## src/rtl/la_spram_arb_pkg.sv

```systemverilog
// Shared definitions for the single-port RAM arbiter: FSM state encoding
// and the pointer-width helper used to size round-robin indices.
package la_spram_arb_pkg;

   typedef enum logic {
      ST_INIT = 1'b0,
      ST_RUN  = 1'b1
   } arb_state_t;

   // Ceiling log2, never less than 1 so a pointer always has at least one bit.
   function automatic int clog2(input int n);
      int r;
      r = 0;
      while ((1 << r) < n) begin
         r = r + 1;
      end
      if (r < 1) begin
         r = 1;
      end
      return r;
   endfunction

endpackage

```

## src/rtl/la_rr_arbiter.sv

```systemverilog
// Combinational round-robin picker: the winner is the first asserted request
// at or after ptr, scanning upward and wrapping modulo N.
module la_rr_arbiter
   import la_spram_arb_pkg::*;
#(
   parameter int  N  = 2,
   localparam int PW = clog2(N)
) (
   input  logic [N-1:0]  req,
   input  logic [PW-1:0] ptr,
   output logic [N-1:0]  gnt,
   output logic [PW-1:0] gnt_idx
);

   logic [PW-1:0] pos;
   logic          found;

   // Scan N positions starting at ptr; the first hit wins.
   always_comb begin
      gnt     = '0;
      gnt_idx = '0;
      found   = 1'b0;
      pos     = '0;
      for (int k = 0; k < N; k++) begin
         if (int'(ptr) + k >= N) begin
            pos = PW'(int'(ptr) + k - N);
         end else begin
            pos = PW'(int'(ptr) + k);
         end
         if (!found && req[pos]) begin
            found    = 1'b1;
            gnt[pos] = 1'b1;
            gnt_idx  = pos;
         end
      end
   end

endmodule

```

## src/rtl/la_spram_arbiter.sv

```systemverilog
// Round-robin sharing of one single-port RAM among N requesters.
// Grants are same-cycle; read data returns one cycle after acceptance.
// Optional feature macro: LA_SPRAM_ARB_INIT_EN adds a post-reset zero-fill
// sequencer that writes every RAM address before requesters are served.
module la_spram_arbiter
   import la_spram_arb_pkg::*;
#(
   parameter int N  = 2,
   parameter int DW = 32,
   parameter int AW = 10
) (
   input  logic            clk,
   input  logic            reset,
   input  logic [N-1:0]    req_valid,
   output logic [N-1:0]    req_ready,
   input  logic [N-1:0]    req_we,
   input  logic [N*AW-1:0] req_addr,
   input  logic [N*DW-1:0] req_wmask,
   input  logic [N*DW-1:0] req_din,
   output logic [N-1:0]    rsp_valid,
   output logic [DW-1:0]   rsp_dout,
   output logic            init_done,
   output logic            mem_ce,
   output logic            mem_we,
   output logic [DW-1:0]   mem_wmask,
   output logic [DW-1:0]   mem_din,
   output logic [AW-1:0]   mem_addr,
   input  logic [DW-1:0]   mem_dout
);

   localparam int PW = clog2(N);

   logic [AW-1:0] addr_arr  [N];
   logic [DW-1:0] wmask_arr [N];
   logic [DW-1:0] din_arr   [N];

   logic [N-1:0]  gnt;
   logic [PW-1:0] gnt_idx;
   logic          any_gnt;

   logic [PW-1:0] ptr_q, ptr_d;
   logic [N-1:0]  rsp_valid_q, rsp_valid_d;

   logic          in_run;
   logic          in_init;
   logic [AW-1:0] init_addr;

   // Unpack the flat per-requester buses into indexable arrays.
   for (genvar gi = 0; gi < N; gi++) begin : g_unpack
      assign addr_arr[gi]  = req_addr[gi*AW +: AW];
      assign wmask_arr[gi] = req_wmask[gi*DW +: DW];
      assign din_arr[gi]   = req_din[gi*DW +: DW];
   end

   la_rr_arbiter #(.N(N)) u_arb (
      .req     (req_valid),
      .ptr     (ptr_q),
      .gnt     (gnt),
      .gnt_idx (gnt_idx)
   );

   assign any_gnt = |gnt;

`ifdef LA_SPRAM_ARB_INIT_EN
   arb_state_t    state_q, state_d;
   logic [AW-1:0] cnt_q, cnt_d;
   logic          init_done_q, init_done_d;

   // Zero-fill sequencing: one address per cycle, hand over to RUN after the last.
   always_comb begin
      state_d     = state_q;
      cnt_d       = cnt_q;
      init_done_d = init_done_q;
      if (state_q == ST_INIT) begin
         cnt_d = cnt_q + AW'(1);
         if (cnt_q == {AW{1'b1}}) begin
            state_d     = ST_RUN;
            init_done_d = 1'b1;
         end
      end
   end

   assign in_run    = (state_q == ST_RUN);
   assign in_init   = (state_q == ST_INIT);
   assign init_addr = cnt_q;
   assign init_done = init_done_q;
`else
   assign in_run    = 1'b1;
   assign in_init   = 1'b0;
   assign init_addr = '0;
   assign init_done = 1'b1;
`endif

   // RAM port mux: fill pattern during INIT, the granted request during RUN.
   always_comb begin
      req_ready = '0;
      mem_ce    = 1'b0;
      mem_we    = 1'b0;
      mem_wmask = '0;
      mem_din   = '0;
      mem_addr  = '0;
      if (!reset) begin
         if (in_init) begin
            mem_ce    = 1'b1;
            mem_we    = 1'b1;
            mem_wmask = '1;
            mem_addr  = init_addr;
         end else if (in_run) begin
            req_ready = gnt;
            mem_ce    = any_gnt;
            mem_we    = |(gnt & req_we);
            for (int i = 0; i < N; i++) begin
               if (gnt[i]) begin
                  mem_addr  = mem_addr  | addr_arr[i];
                  mem_wmask = mem_wmask | wmask_arr[i];
                  mem_din   = mem_din   | din_arr[i];
               end
            end
         end
      end
   end

   // Pointer advances past the winner; an accepted read schedules its response.
   always_comb begin
      ptr_d       = ptr_q;
      rsp_valid_d = '0;
      if (in_run && any_gnt) begin
         ptr_d       = (gnt_idx == PW'(N-1)) ? '0 : gnt_idx + PW'(1);
         rsp_valid_d = gnt & ~req_we;
      end
   end

   // All state registers, synchronous reset.
   always_ff @(posedge clk) begin
      if (reset) begin
         ptr_q       <= '0;
         rsp_valid_q <= '0;
`ifdef LA_SPRAM_ARB_INIT_EN
         state_q     <= ST_INIT;
         cnt_q       <= '0;
         init_done_q <= 1'b0;
`endif
      end else begin
         ptr_q       <= ptr_d;
         rsp_valid_q <= rsp_valid_d;
`ifdef LA_SPRAM_ARB_INIT_EN
         state_q     <= state_d;
         cnt_q       <= cnt_d;
         init_done_q <= init_done_d;
`endif
      end
   end

   // A reset arriving while a response is due suppresses that response.
   assign rsp_valid = reset ? '0 : rsp_valid_q;
   assign rsp_dout  = (|rsp_valid) ? mem_dout : '0;

endmodule

```

## config.mk

```make
export PLATFORM = sky130hd
export DESIGN_NAME = la_spram_arbiter
export DESIGN_NICKNAME = d
export VERILOG_FILES = /design/src/rtl/la_spram_arb_pkg.sv /design/src/rtl/la_rr_arbiter.sv /design/src/rtl/la_spram_arbiter.sv
export SDC_FILE = /design/constraint.sdc
export NUM_CORES = 1
export LEC_CHECK = 0
export CAP_MARGIN = 40
export CORE_AREA = 5 5 113 115
export CTS_BUF_LIST = sky130_fd_sc_hd__clkbuf_2
export CTS_CLUSTER_DIAMETER = 200
export CTS_CLUSTER_SIZE = 28
export DETAILED_ROUTE_END_ITERATION = 8
export DIE_AREA = 0 0 118 120
export PLACE_DENSITY_LB_ADDON = 0.08
export RECOVER_POWER = 25
export SETUP_SLACK_MARGIN = 0.4
export SLEW_MARGIN = 20
export SYNTH_ARGS = -nofsm -noshare
export SYNTH_HDL_FRONTEND = slang
export SYNTH_HIERARCHICAL = 1
export SYNTH_SLANG_ARGS = --single-unit
```

## constraint.sdc

```tcl
create_clock -name clk -period 1.9 [get_ports clk]
set_input_delay 0.57 -clock clk [delete_from_list [all_inputs] [get_ports clk]]
set_output_delay 0.57 -clock clk [all_outputs]
set_load 0.1 [all_outputs]
```

======== Word-level counts from Yosys, hierarchy flattened ========
Cells that the tools add are included.
storage, ports and cells
  input bits .............................. 186
  register bits after elaboration ......... 3
  output and inout bits ................... 113
  logic and storage cells ................. 61
cells by class
  muxes and demuxes ....................... 33
  add/sub/neg operators ................... 4
  order comparisons ....................... 6
  bitwise logic cells ..................... 8
  reductions and logical operators ........ 8
operators with widths
  operator                                                           number
  two-way mux 32 bit                                                 9
  OR 32 bit                                                          2
  two-way mux 10 bit                                                 4
  two-way mux 1 bit                                                  14
  OR 10 bit                                                          1
  two-way mux 2 bit                                                  4
  OR reduction 2 bit                                                 4
  bitwise AND 2 bit                                                  2
  < comparator 1 x 2 -> 1 bit, second input constant                 2
  logical AND 1 bit                                                  3
  adder 1 x 1 -> 2 bit, second input constant                        1
  demux 1 bit (select 1 bit)                                         2
  greater-or-equal comparator 1 bit, second input constant           2
  greater-or-equal comparator 1 x 2 -> 1 bit, second input constant  1
  greater-or-equal comparator 2 bit, second input constant           1
  inverter 2 bit                                                     1
  OR 2 bit                                                           1
  subtractor 1 bit, second input constant                            2
  adder 1 bit, second input constant                                 1
  logical NOT 1 bit                                                  1
  inverter 1 bit                                                     1

======== Logic depth before layout (Yosys ltp) ========
  depth after elaboration ................. 14
  mapped depth ............................ 7
  mapped depth without buffers ............ 4

======== Cells and area by module ========
Netlist, hierarchy kept.
by module, submodules not included
  module            area an instance (µm²)  cells each  times used  sequential area each (µm²)
  la_spram_arbiter  1,402.6                 229         1           60.1
  la_rr_arbiter     30.0                    4           1           0.0

======== Worst setup path before layout ========
OpenSTA, ideal clock, no wires.
  path type ............................... in2out
  start point ............................. input req_valid[1]
  end point ............................... output mem_din[14]
  path slack .............................. -1.119 ns
  stages on the path ...................... 6
  data arrival time ....................... 2.449 ns
  required time ........................... 1.330 ns
  cell sequence ........................... a21boi_1 -> buf_6 -> buf_6 -> buf_4 -> a22oi_1 -> nor2_1
on the way
  cells in the longest elaborated chain, start to end .. 11
ends and longest elaborated chain
  what                                                   RTL line                 text
  start, declared                                        la_spram_arbiter.sv:14   input logic [N-1:0] req_valid,
  two-way mux 1 bit (implied by the code) (2 in series)  la_rr_arbiter.sv:30      if (!found && req[pos]) begin
  two-way mux 1 bit                                      la_rr_arbiter.sv:30
  logical NOT 1 bit                                      la_rr_arbiter.sv:30
  logical AND 1 bit                                      la_rr_arbiter.sv:30
  two-way mux 2 bit *                                    la_rr_arbiter.sv:30
  two-way mux 32 bit                                     la_spram_arbiter.sv:113  if (gnt[i]) begin
  two-way mux 32 bit                                     la_spram_arbiter.sv:102  if (!reset) begin
  OR 32 bit                                              la_spram_arbiter.sv:116  mem_din = mem_din | din_arr[i];
  two-way mux 32 bit *                                   la_spram_arbiter.sv:113
  two-way mux 32 bit *                                   la_spram_arbiter.sv:102
  end, declared                                          la_spram_arbiter.sv:26   output logic [DW-1:0] mem_din,
Mark *: on every way between the ends. The rest lies on a longest branch, timed or not. The select of a mux whose other input is x is not followed.

======== Worst setup path in the final report ========
  start point ............................. input req_valid[0]
  end point ............................... output mem_wmask[16]
on the way
  cells in the longest elaborated chain, start to end .. 11
ends and longest elaborated chain
  what                                                   RTL line                 text
  two-way mux 1 bit (implied by the code) (2 in series)  la_rr_arbiter.sv:30
  two-way mux 1 bit                                      la_rr_arbiter.sv:30
  logical NOT 1 bit                                      la_rr_arbiter.sv:30
  logical AND 1 bit                                      la_rr_arbiter.sv:30
  two-way mux 2 bit *                                    la_rr_arbiter.sv:30
  net gnt[0]                                             la_spram_arbiter.sv:37   logic [N-1:0] gnt;
  two-way mux 32 bit *                                   la_spram_arbiter.sv:113
  two-way mux 32 bit *                                   la_spram_arbiter.sv:102
  OR 32 bit                                              la_spram_arbiter.sv:115  mem_wmask = mem_wmask | wmask_arr[i];
  two-way mux 32 bit *                                   la_spram_arbiter.sv:113
  two-way mux 32 bit *                                   la_spram_arbiter.sv:102
  end, declared                                          la_spram_arbiter.sv:25   output logic [DW-1:0] mem_wmask,
Mark *: on every way through the listed nets, which the timed path passes. The rest lies on a longest branch. The select of a mux whose other input is x is not followed.

==> flow_summary.toml <==
[grt]
antenna_found_initial = 1
grt_max_degree = 25
grt_remaining_overflow = 0
grtUsageTotal = 0.175
grt_pass1_wl_mm = 20.0
grt_pass1_vias = 3477

[synthesis]
synth_top_family_by_area = "compound AO/OA/AOI/OAI gates"
synth_cells = 233
synth_ff_type = "dfxtp_1"
synth_warnings = 6
synthXorXnorAreaFrac = 0
syn-mean-instance-area_um2 = 6.15
synth_mux_area_frac = 0
yosys.area_share.adder = 0
ys_ff_latch = 3
synth_cell_type_count = 16
ys_seq_area_frac = 0.0419
synth-simple-area-share = 0.375
synth-compound-area-share = 0.428
synthArstFlopShare = 0
synth_edf_count = 0
syn_area_um2 = 1430
synth_nets = 419

[finish]
layout-drive-gt1-share = 0.627
layout.cells.non_filler = 709
final_cell_mix = "182 x clkdlybuf4s50_1, 131 x buf_12, 77 x nor2_4"
final_util = 0.643
area_growth_pct = 426
final_common_cell = "clkdlybuf4s50_1"
nets = 748

[sta]
timing.fmax_mhz = 431
timing.final.crit_share = 1.22
min_period_ns = 2.32
clock_skew_ns = 0.00491
setup_violations = 110
rsz0062_at_grt = "yes"
drv_slew = 0
tns_ns = -32.72
hold_viol = 0
setup_slack_ns = -0.419

[critical_path]
cp_cell_sequence = "buf_6 -> a21boi_4 -> buf_6 -> buf_12 -> buf_16 -> a22oi_1 -> nor2_4 -> buf_12"
critPathBufInv = 5
cp-start-kind = "primary input"
crit_arrival_ns = 1.75
cp.depth = 8
slowest_stage = "a22oi_1"
r2r_cells = 8
cp.required_ns = 1.33
critical_path_class = "in -> out"
crit_family = "buffers and inverters"
critPathMaxFanout = 11
endpoint_kind = "output port"
worst_path_largest_cell_delay_ns = 0.31

[routing]
vias = 3168
viasPerCell = 4.47
antenna_left = 0
drt_iter0_markers = 65
firstDrtPassIters = 6
remaining_drc_errors = 0
wl_mm = 13.7
routedWlPerCell_um = 19.3

[clock_tree]
cts_tree = "done"
cts.sinks = 3
htreeDepth = 1
cts-buffers-inserted = 3
clock_latency_ns = 0.21
clockRootBuffer = "clkbuf_2"
clk_path_buf_depth = 2
clk_pin_slew_ns = 0.05

[pwr]
peakVddDrop_v = 0.000218
power_density_nw_per_um2 = 407
p_leak_nw = 2.77
report.power.total_mw = 3.06

[die]
placeableCoreArea_um2 = 11700
initial_core_util = 0.122
dieArea_um2 = 14200
num_rows = 40
die_h_um = 120
io_pins = 299
die_x_um = 118

[place]
dpl.hpwl_mm = 10.0
gp_congestion = 0.725
dp.cells = 667
io_buffers = 297

[outcome]
violations = "negative setup slack"
status = "finished, violations left"

[hold_path]
hold_path_class = "reg -> reg"
min_path_cells = 2

[job]
maxCapViolCount = 0
[worst reg2reg max path: cells and delay by family, from the launching register on]
family                 cells  cell delay [ns]
AOI/OAI and AO/OA          1             0.19
buffers and inverters      5             0.60
DFF                        1             0.33
and+or+nand+nor            2             0.28
[final timing paths]
check | from | endpoint | slack, ns
setup reg to reg | ptr_q | rsp_valid_q[0] | 0.43
hold reg to reg | ptr_q | ptr_q | 0.53
setup / recovery | req_valid[0] | mem_wmask[16] | -0.42
hold / removal | ptr_q | ptr_q | 0.53
[state kept, by name (all words and copies together) (netlist names)]
| register | flops |
|---|---|
| rsp_valid_q | 2 |
| ptr_q | 1 |
[synthesized netlist by cell type, types with 2 or more instances]
library cell / number / area share
nor2_1: 77 / 0.20
a22oi_1: 75 / 0.39
and2_1: 32 / 0.14
buf_2: 13 / 0.045
buf_6: 10 / 0.079
clkbuf_1: 6 / 0.016
nor2b_1: 6 / 0.026
dfxtp_1: 3 / 0.042
a21boi_1: 2 / 0.010
buf_4: 2 / 0.010
nor3_1: 2 / 0.0070
[power breakdown]
part           leakage (nW)  switching (mW)  internal, mW
Clock                0.0166          0.0349        0.0556
Sequential           0.0249         0.00337        0.0676
Combinational          2.73            1.60          1.30
[cell families (layout without fill, tap and decap cells)]
family          after synthesis  in the layout
compound gates               80             80
buf+inv                      32            360
flops                         3              3
other cells                   1              2
simple gates                117            117
[layer usage]
layer  vias up  track usage  wire (um)
li1       1495            -          -
met1      1477        0.191       4960
met2       180        0.330       7460
met3        16       0.0646       1040
met4         0       0.0258        260
met5         -            0          0
[through the flow]
step | hold slack [ns] | cell area (um^2) | setup slack [ns]
final | 0.531 | 7530 | -0.419
after global routing | 0.581 | 7530 | -0.470
after CTS | 0.585 | 7230 | -0.438
after detailed placement | 0.611 | 6550 | -0.828
after global placement | 0.613 | 6550 | -0.787
after floorplan | 0.574 | 2260 | -0.354
[area by class of cell]
class | count | area, um^2
diodes | 1 | 2.50
multi-input cells | 198 | 2150
well taps | 147 | 184
fillers | 925 | 4180
flip-flops and latches | 3 | 61.3
inverters | 1 | 3.75
repair buffers | 355 | 5110
clock buffers | 4 | 20.0
[what timing repair did]
action,in CTS,in global routing
setup buffers,18,5
endpoints found under the hold margin,0,0
hold buffers,0,0
setup endpoints to repair,115,114
gates cloned,10,4
pin swaps,8,49
resized for setup,67,32
Power figures use the tool's default switching activity.
